### src/rtl/gnn_seq_engine.sv
// Time-multiplexed two-layer GNN engine: one node per cycle through aggregate->W1->ReLU,
// then aggregate-hidden->W2 with results streamed out over valid/ready.
module gnn_seq_engine #(
  parameter int NUM_NODES = 4,
  parameter int NUM_FEAT  = 4,
  parameter int NUM_HID   = 4,
  parameter int NUM_OUT   = 2,
  parameter int XW        = 5,
  parameter int WW        = 5,
  localparam int NW  = $clog2(NUM_NODES),
  localparam int A1W = XW + $clog2(NUM_NODES),
  localparam int Y1W = A1W + WW + $clog2(NUM_FEAT),
  localparam int A2W = Y1W + $clog2(NUM_NODES),
  localparam int OW  = A2W + WW + $clog2(NUM_HID)
) (
  input  logic                               clk,
  input  logic                               rst,
  input  logic                               start,
  input  logic [NUM_NODES*NUM_NODES-1:0]     adj,
  input  logic [NUM_NODES*NUM_FEAT*XW-1:0]   x,
  input  logic [NUM_HID*NUM_FEAT*WW-1:0]     w1,
  input  logic [NUM_OUT*NUM_HID*WW-1:0]      w2,
  output logic                               busy,
  output logic                               out_valid,
  input  logic                               out_ready,
  output logic [NW-1:0]                      out_node,
  output logic [NUM_OUT*OW-1:0]              out_data,
  output logic                               done
);

  // Handshake: a result transfers on a rising edge where out_valid=1 and out_ready=1;
  // out_node/out_data hold steady while out_valid=1 and out_ready=0.

  typedef enum logic [1:0] {
    IDLE   = 2'd0,
    LAYER1 = 2'd1,
    LAYER2 = 2'd2,
    DRAIN  = 2'd3
  } state_t;

  state_t state, state_next;
  logic [NW-1:0] idx;

  logic [NUM_NODES-1:0]  adj_m  [NUM_NODES];
  logic signed [XW-1:0]  x_m    [NUM_NODES][NUM_FEAT];
  logic signed [WW-1:0]  w1_m   [NUM_HID][NUM_FEAT];
  logic signed [WW-1:0]  w2_m   [NUM_OUT][NUM_HID];
  logic signed [Y1W-1:0] hidden [NUM_NODES][NUM_HID];

  logic [NUM_NODES-1:0]  adj_row;
  logic signed [A1W-1:0] agg1  [NUM_FEAT];
  logic signed [Y1W-1:0] y1    [NUM_HID];
  logic signed [Y1W-1:0] relu1 [NUM_HID];
  logic signed [A2W-1:0] agg2  [NUM_HID];
  logic [NUM_OUT*OW-1:0] out_calc;
  logic signed [A1W-1:0] s1;
  logic signed [Y1W-1:0] s2;
  logic signed [A2W-1:0] s3;
  logic signed [OW-1:0]  s4;

  logic last_node;
  logic advance;
  logic accept;

  assign adj_row   = adj_m[idx];
  assign last_node = (idx == NW'(NUM_NODES - 1));
  assign advance   = (state == LAYER2) && (!out_valid || out_ready);
  assign accept    = out_valid && out_ready;
  assign busy      = (state != IDLE);

  // Layer 1 datapath for the node selected by idx.
  always_comb begin
    s1 = '0;
    s2 = '0;
    for (int f = 0; f < NUM_FEAT; f++) begin
      s1 = '0;
      for (int j = 0; j < NUM_NODES; j++) begin
        if (adj_row[j]) s1 = s1 + A1W'(x_m[j][f]);
      end
      agg1[f] = s1;
    end
    for (int h = 0; h < NUM_HID; h++) begin
      s2 = '0;
      for (int f = 0; f < NUM_FEAT; f++) begin
        s2 = s2 + Y1W'(agg1[f]) * Y1W'(w1_m[h][f]);
      end
      y1[h]    = s2;
      relu1[h] = s2[Y1W-1] ? '0 : s2;
    end
  end

  // Layer 2 datapath: aggregate hidden rows of the neighbours, then apply W2 (no ReLU).
  always_comb begin
    s3       = '0;
    s4       = '0;
    out_calc = '0;
    for (int h = 0; h < NUM_HID; h++) begin
      s3 = '0;
      for (int j = 0; j < NUM_NODES; j++) begin
        if (adj_row[j]) s3 = s3 + A2W'(hidden[j][h]);
      end
      agg2[h] = s3;
    end
    for (int o = 0; o < NUM_OUT; o++) begin
      s4 = '0;
      for (int h = 0; h < NUM_HID; h++) begin
        s4 = s4 + OW'(agg2[h]) * OW'(w2_m[o][h]);
      end
      out_calc[o*OW +: OW] = s4;
    end
  end

  always_ff @(posedge clk) begin
    if (rst) state <= IDLE;
    else     state <= state_next;
  end

  always_comb begin
    state_next = state;
    case (state)
      IDLE:    if (start) state_next = LAYER1;
      LAYER1:  if (last_node) state_next = LAYER2;
      LAYER2:  if (advance && last_node) state_next = DRAIN;
      DRAIN:   if (accept) state_next = IDLE;
      default: state_next = IDLE;
    endcase
  end

  always_ff @(posedge clk) begin
    if (rst) begin
      idx       <= '0;
      out_valid <= 1'b0;
      out_node  <= '0;
      out_data  <= '0;
      done      <= 1'b0;
    end else begin
      done <= 1'b0;
      case (state)
        IDLE: begin
          if (start) idx <= '0;
        end
        LAYER1: begin
          idx <= last_node ? '0 : idx + 1'b1;
        end
        LAYER2: begin
          if (advance) begin
            out_data  <= out_calc;
            out_node  <= idx;
            out_valid <= 1'b1;
            idx       <= last_node ? '0 : idx + 1'b1;
          end
        end
        DRAIN: begin
          if (accept) begin
            out_valid <= 1'b0;
            done      <= 1'b1;
          end
        end
        default: ;
      endcase
    end
  end

  // Captured operands and the hidden buffer deliberately survive reset.
  always_ff @(posedge clk) begin
    if (!rst && state == IDLE && start) begin
      for (int i = 0; i < NUM_NODES; i++)
        adj_m[i] <= adj[i*NUM_NODES +: NUM_NODES];
      for (int n = 0; n < NUM_NODES; n++)
        for (int f = 0; f < NUM_FEAT; f++)
          x_m[n][f] <= x[(n*NUM_FEAT+f)*XW +: XW];
      for (int h = 0; h < NUM_HID; h++)
        for (int f = 0; f < NUM_FEAT; f++)
          w1_m[h][f] <= w1[(h*NUM_FEAT+f)*WW +: WW];
      for (int o = 0; o < NUM_OUT; o++)
        for (int h = 0; h < NUM_HID; h++)
          w2_m[o][h] <= w2[(o*NUM_HID+h)*WW +: WW];
    end
    if (!rst && state == LAYER1) begin
      for (int h = 0; h < NUM_HID; h++)
        hidden[idx][h] <= relu1[h];
    end
  end

endmodule

### config.mk
export PLATFORM = sky130hd
export DESIGN_NAME = gnn_seq_engine
export DESIGN_NICKNAME = d
export VERILOG_FILES = /design/src/rtl/gnn_seq_engine.sv
export SDC_FILE = /design/constraint.sdc
export NUM_CORES = 2
export LEC_CHECK = 0
export ABC_AREA = 1
export CAP_MARGIN = 30
export CORE_AREA = 10 10 542 332
export CTS_CLUSTER_DIAMETER = 50
export DETAILED_ROUTE_END_ITERATION = 10
export DIE_AREA = 0 0 552 342
export PLACE_DENSITY = 0.59
export SLEW_MARGIN = 30
export SYNTH_ARGS = -nofsm -noshare
export SYNTH_HDL_FRONTEND = slang
export SYNTH_SLANG_ARGS = --single-unit
### constraint.sdc
create_clock -name clk -period 38.8 [get_ports clk]
set_input_delay 9.7 -clock clk [delete_from_list [all_inputs] [get_ports clk]]
set_output_delay 9.7 -clock clk [all_outputs]
set_load 0.01 [all_outputs]
==> impl_metrics.yaml <==
status:
  status: "complete, no violations"
clock_network:
  clockBufferDepth: 3
  insertion_delay_ns: 0.74
  numCtsBuffers: 60
  cts_tree: "done"
  cts_max_level: 2
  clock_sinks: 480
  cts_resized: 0
  root_buffer: "clkbuf_16"
  path_clk_slew_ns: 0.06
  post_cts_buffers: 0
  hold_buffers: 0
cells_and_area:
  fin_cells: 11000
  nNetsFinal: 10900
  drive_gt1_share_pct: 5.70
  syn_to_final_growth_pct: 9.68
  postLayoutCoreUtil_pct: 48.8
placed_design:
  portBuffers: 270
  hpwlAfterDp_um: 208000
  dp_cells: 10900
  gp_congestion: 1.00
  pre_cts_slack_ns: 25.47
timing:
  final-setup-viol-count: 0
  clock_skew_ns: 0.0593
  rsz0062_at_grt: "no"
  setup_ws_ns: 25.25
  worst_pin_slew_ns: 1.07
  timing.final.crit_share_pct: 34.9
  drv_slew: 0
  period_needed_ns: 13.55
  fmax_ghz: 0.0738
  slew_headroom_pct: 28.4
  setup-tns-final_ns: 0
  final_hold_viol_count: 0
critical_path:
  critPathMaxStageDelay_ns: 0.80
  critical_path_class: "reg2reg"
  endpoint_kind: "register"
  ff2ff_path_depth: 69
  arrival_ns: 14.14
  crit_top_cell: "nand2_1"
  required_ns: 39.39
  slowest_stage: "a21boi_0"
  crit_fanout: 36
  start_kind: "register"
routing:
  wl_per_cell_um: 21.9
  avgViaCountPerCell: 5.15
  post-route-drc-count: 0
  firstDrtPassIters: 6
  ant_nets: 0
  drt_iter0_markers: 5046
  routed_wl_um: 240000
  vias: 56600
grt:
  grt_pass1_wl_um: 367000
  antenna_found_initial: 11
  grt_start_max_net_pins: 68
  grt_overflow: 0
  grt_usage_pct: 25.6
  grt_pass1_vias: 59100
synth:
  synthCells: 8417
  syn-num-nets: 10700
  syn_area_per_cell_um2: 9.02
  synth_area_um2: 75900
  yosys-top-cells-count: "inv_1 (1978), nand2_1 (1406), fa_1 (1350)"
  yosys.area.top_type: "fa_1"
  synth_edf_count: 424
  yosysMostFrequentCell: "inv_1"
  ys_seq_elements: 480
  synthArstFlopShare_pct: 0
  synth_top_area_share_pct: 35.6
  synthTopCellsByArea: "fa_1 (36%), edfxtp_1 (17%), ha_1 (11%)"
  synth.yosys.warnings: 0
  ys.flop_type: "edfxtp_1"
  ys_seq_area_share_pct: 18.3
  ys_types: 66
floorplan:
  core-area_um2: 171000
  start_util_pct: 44.5
  die_w_um: 552
  fp-row-count: 118
  die-area_um2: 189000
  die_h_um: 342
  ios: 271
flow_run:
  drv_cap: 0
worst_hold_path:
  min_from: "out_data[1]"
  whs_path_depth: 2
  hp-class: "reg2reg"
-- cells by family after synthesis --
group                      count (synthesis)  synth area share, %
and+or+nand+nor                         2706                 14.9
adders and majority gates               2040                 47.0
xor gates and xnor gates                 242                 2.83
AOI/OAI and AO/OA                        723                 5.57
DFF                                      480                 18.3
buffers and inverters                   2225                 11.4
muxes                                      1               0.0297
-- path summary, 6_finish.rpt --
path	end	slack, ns
worst max-delay path	out_data[43]	25.25
worst min-delay path	out_data[1]	0.53
worst max register to register	out_data[43]	25.25
worst min register to register	out_data[1]	0.53
-- metrics by stage --
stage,hold slack [ns],instance area (um^2)
2_1_floorplan,0.493,75900
3_3_place_gp,0.482,81100
3_5_place_dp,0.512,81100
4_1_cts,0.523,83200
5_1_grt,0.542,83200
6_report,0.529,83300
-- final cells by class --
| class | instances | area [um^2] |
|---|---|---|
| Antenna cell | 5 | 12.5 |
| Fill cell | 16200 | 87400 |
| Multi-Input combinational cell | 5712 | 53500 |
| Timing Repair Buffer | 335 | 3220 |
| Sequential cell | 480 | 13900 |
| Inverter | 2069 | 7780 |
| Clock inverter | 40 | 420 |
| Tap cell | 2280 | 2850 |
| Clock buffer | 73 | 1620 |
-- worst max-delay path, delay by kind of cell, from the launching register on --
kind / cells / cell delay (ns)
compound gates: 11 / 2.67
buf+inv: 12 / 1.67
xor+xnor: 2 / 0.28
flops: 1 / 0.52
fa+ha+maj: 11 / 4.72
simple gates: 33 / 3.50
-- state kept, by name (all words and copies together), names as in the netlist, named ones only --
signal	count
state	2
w2_m	40
out_data	46
hidden	208
w1_m	80
adj_m	16
idx	2
out_valid	1
x_m	80
done	1
out_node	2
-- per-layer routing --
layer	vias up	global-route usage, %	wire, um
met2	2322	33.7	90100
met1	28100	38.1	111000
met5	-	0.152	70
li1	26000	-	-
met4	9	4.07	3760
met3	205	12.4	35700
-- cells in the final DEF, fill, tap and decap left out, types with 27 or more instances in the layout --
master and instances:
nand3_1 238, o21ai_1 67, or2_2 40, inv_2 79, nand2_1 1405, clkdlybuf4s50_1 270
ha_1 684, buf_4 63, xnor2_1 103, nor2_1 781, xor2_1 132, nand2_2 48
fa_1 1350, o21ai_2 40, dfxtp_1 56, a21oi_1 304, o21ai_0 176, clkbuf_16 61
nor3_1 48, edfxtp_1 424, inv_1 1975, nor2_4 27
Power is left out: the tool's default activity adds up to more than one toggle a clock period on the data nets, which glitch-free logic cannot reach.
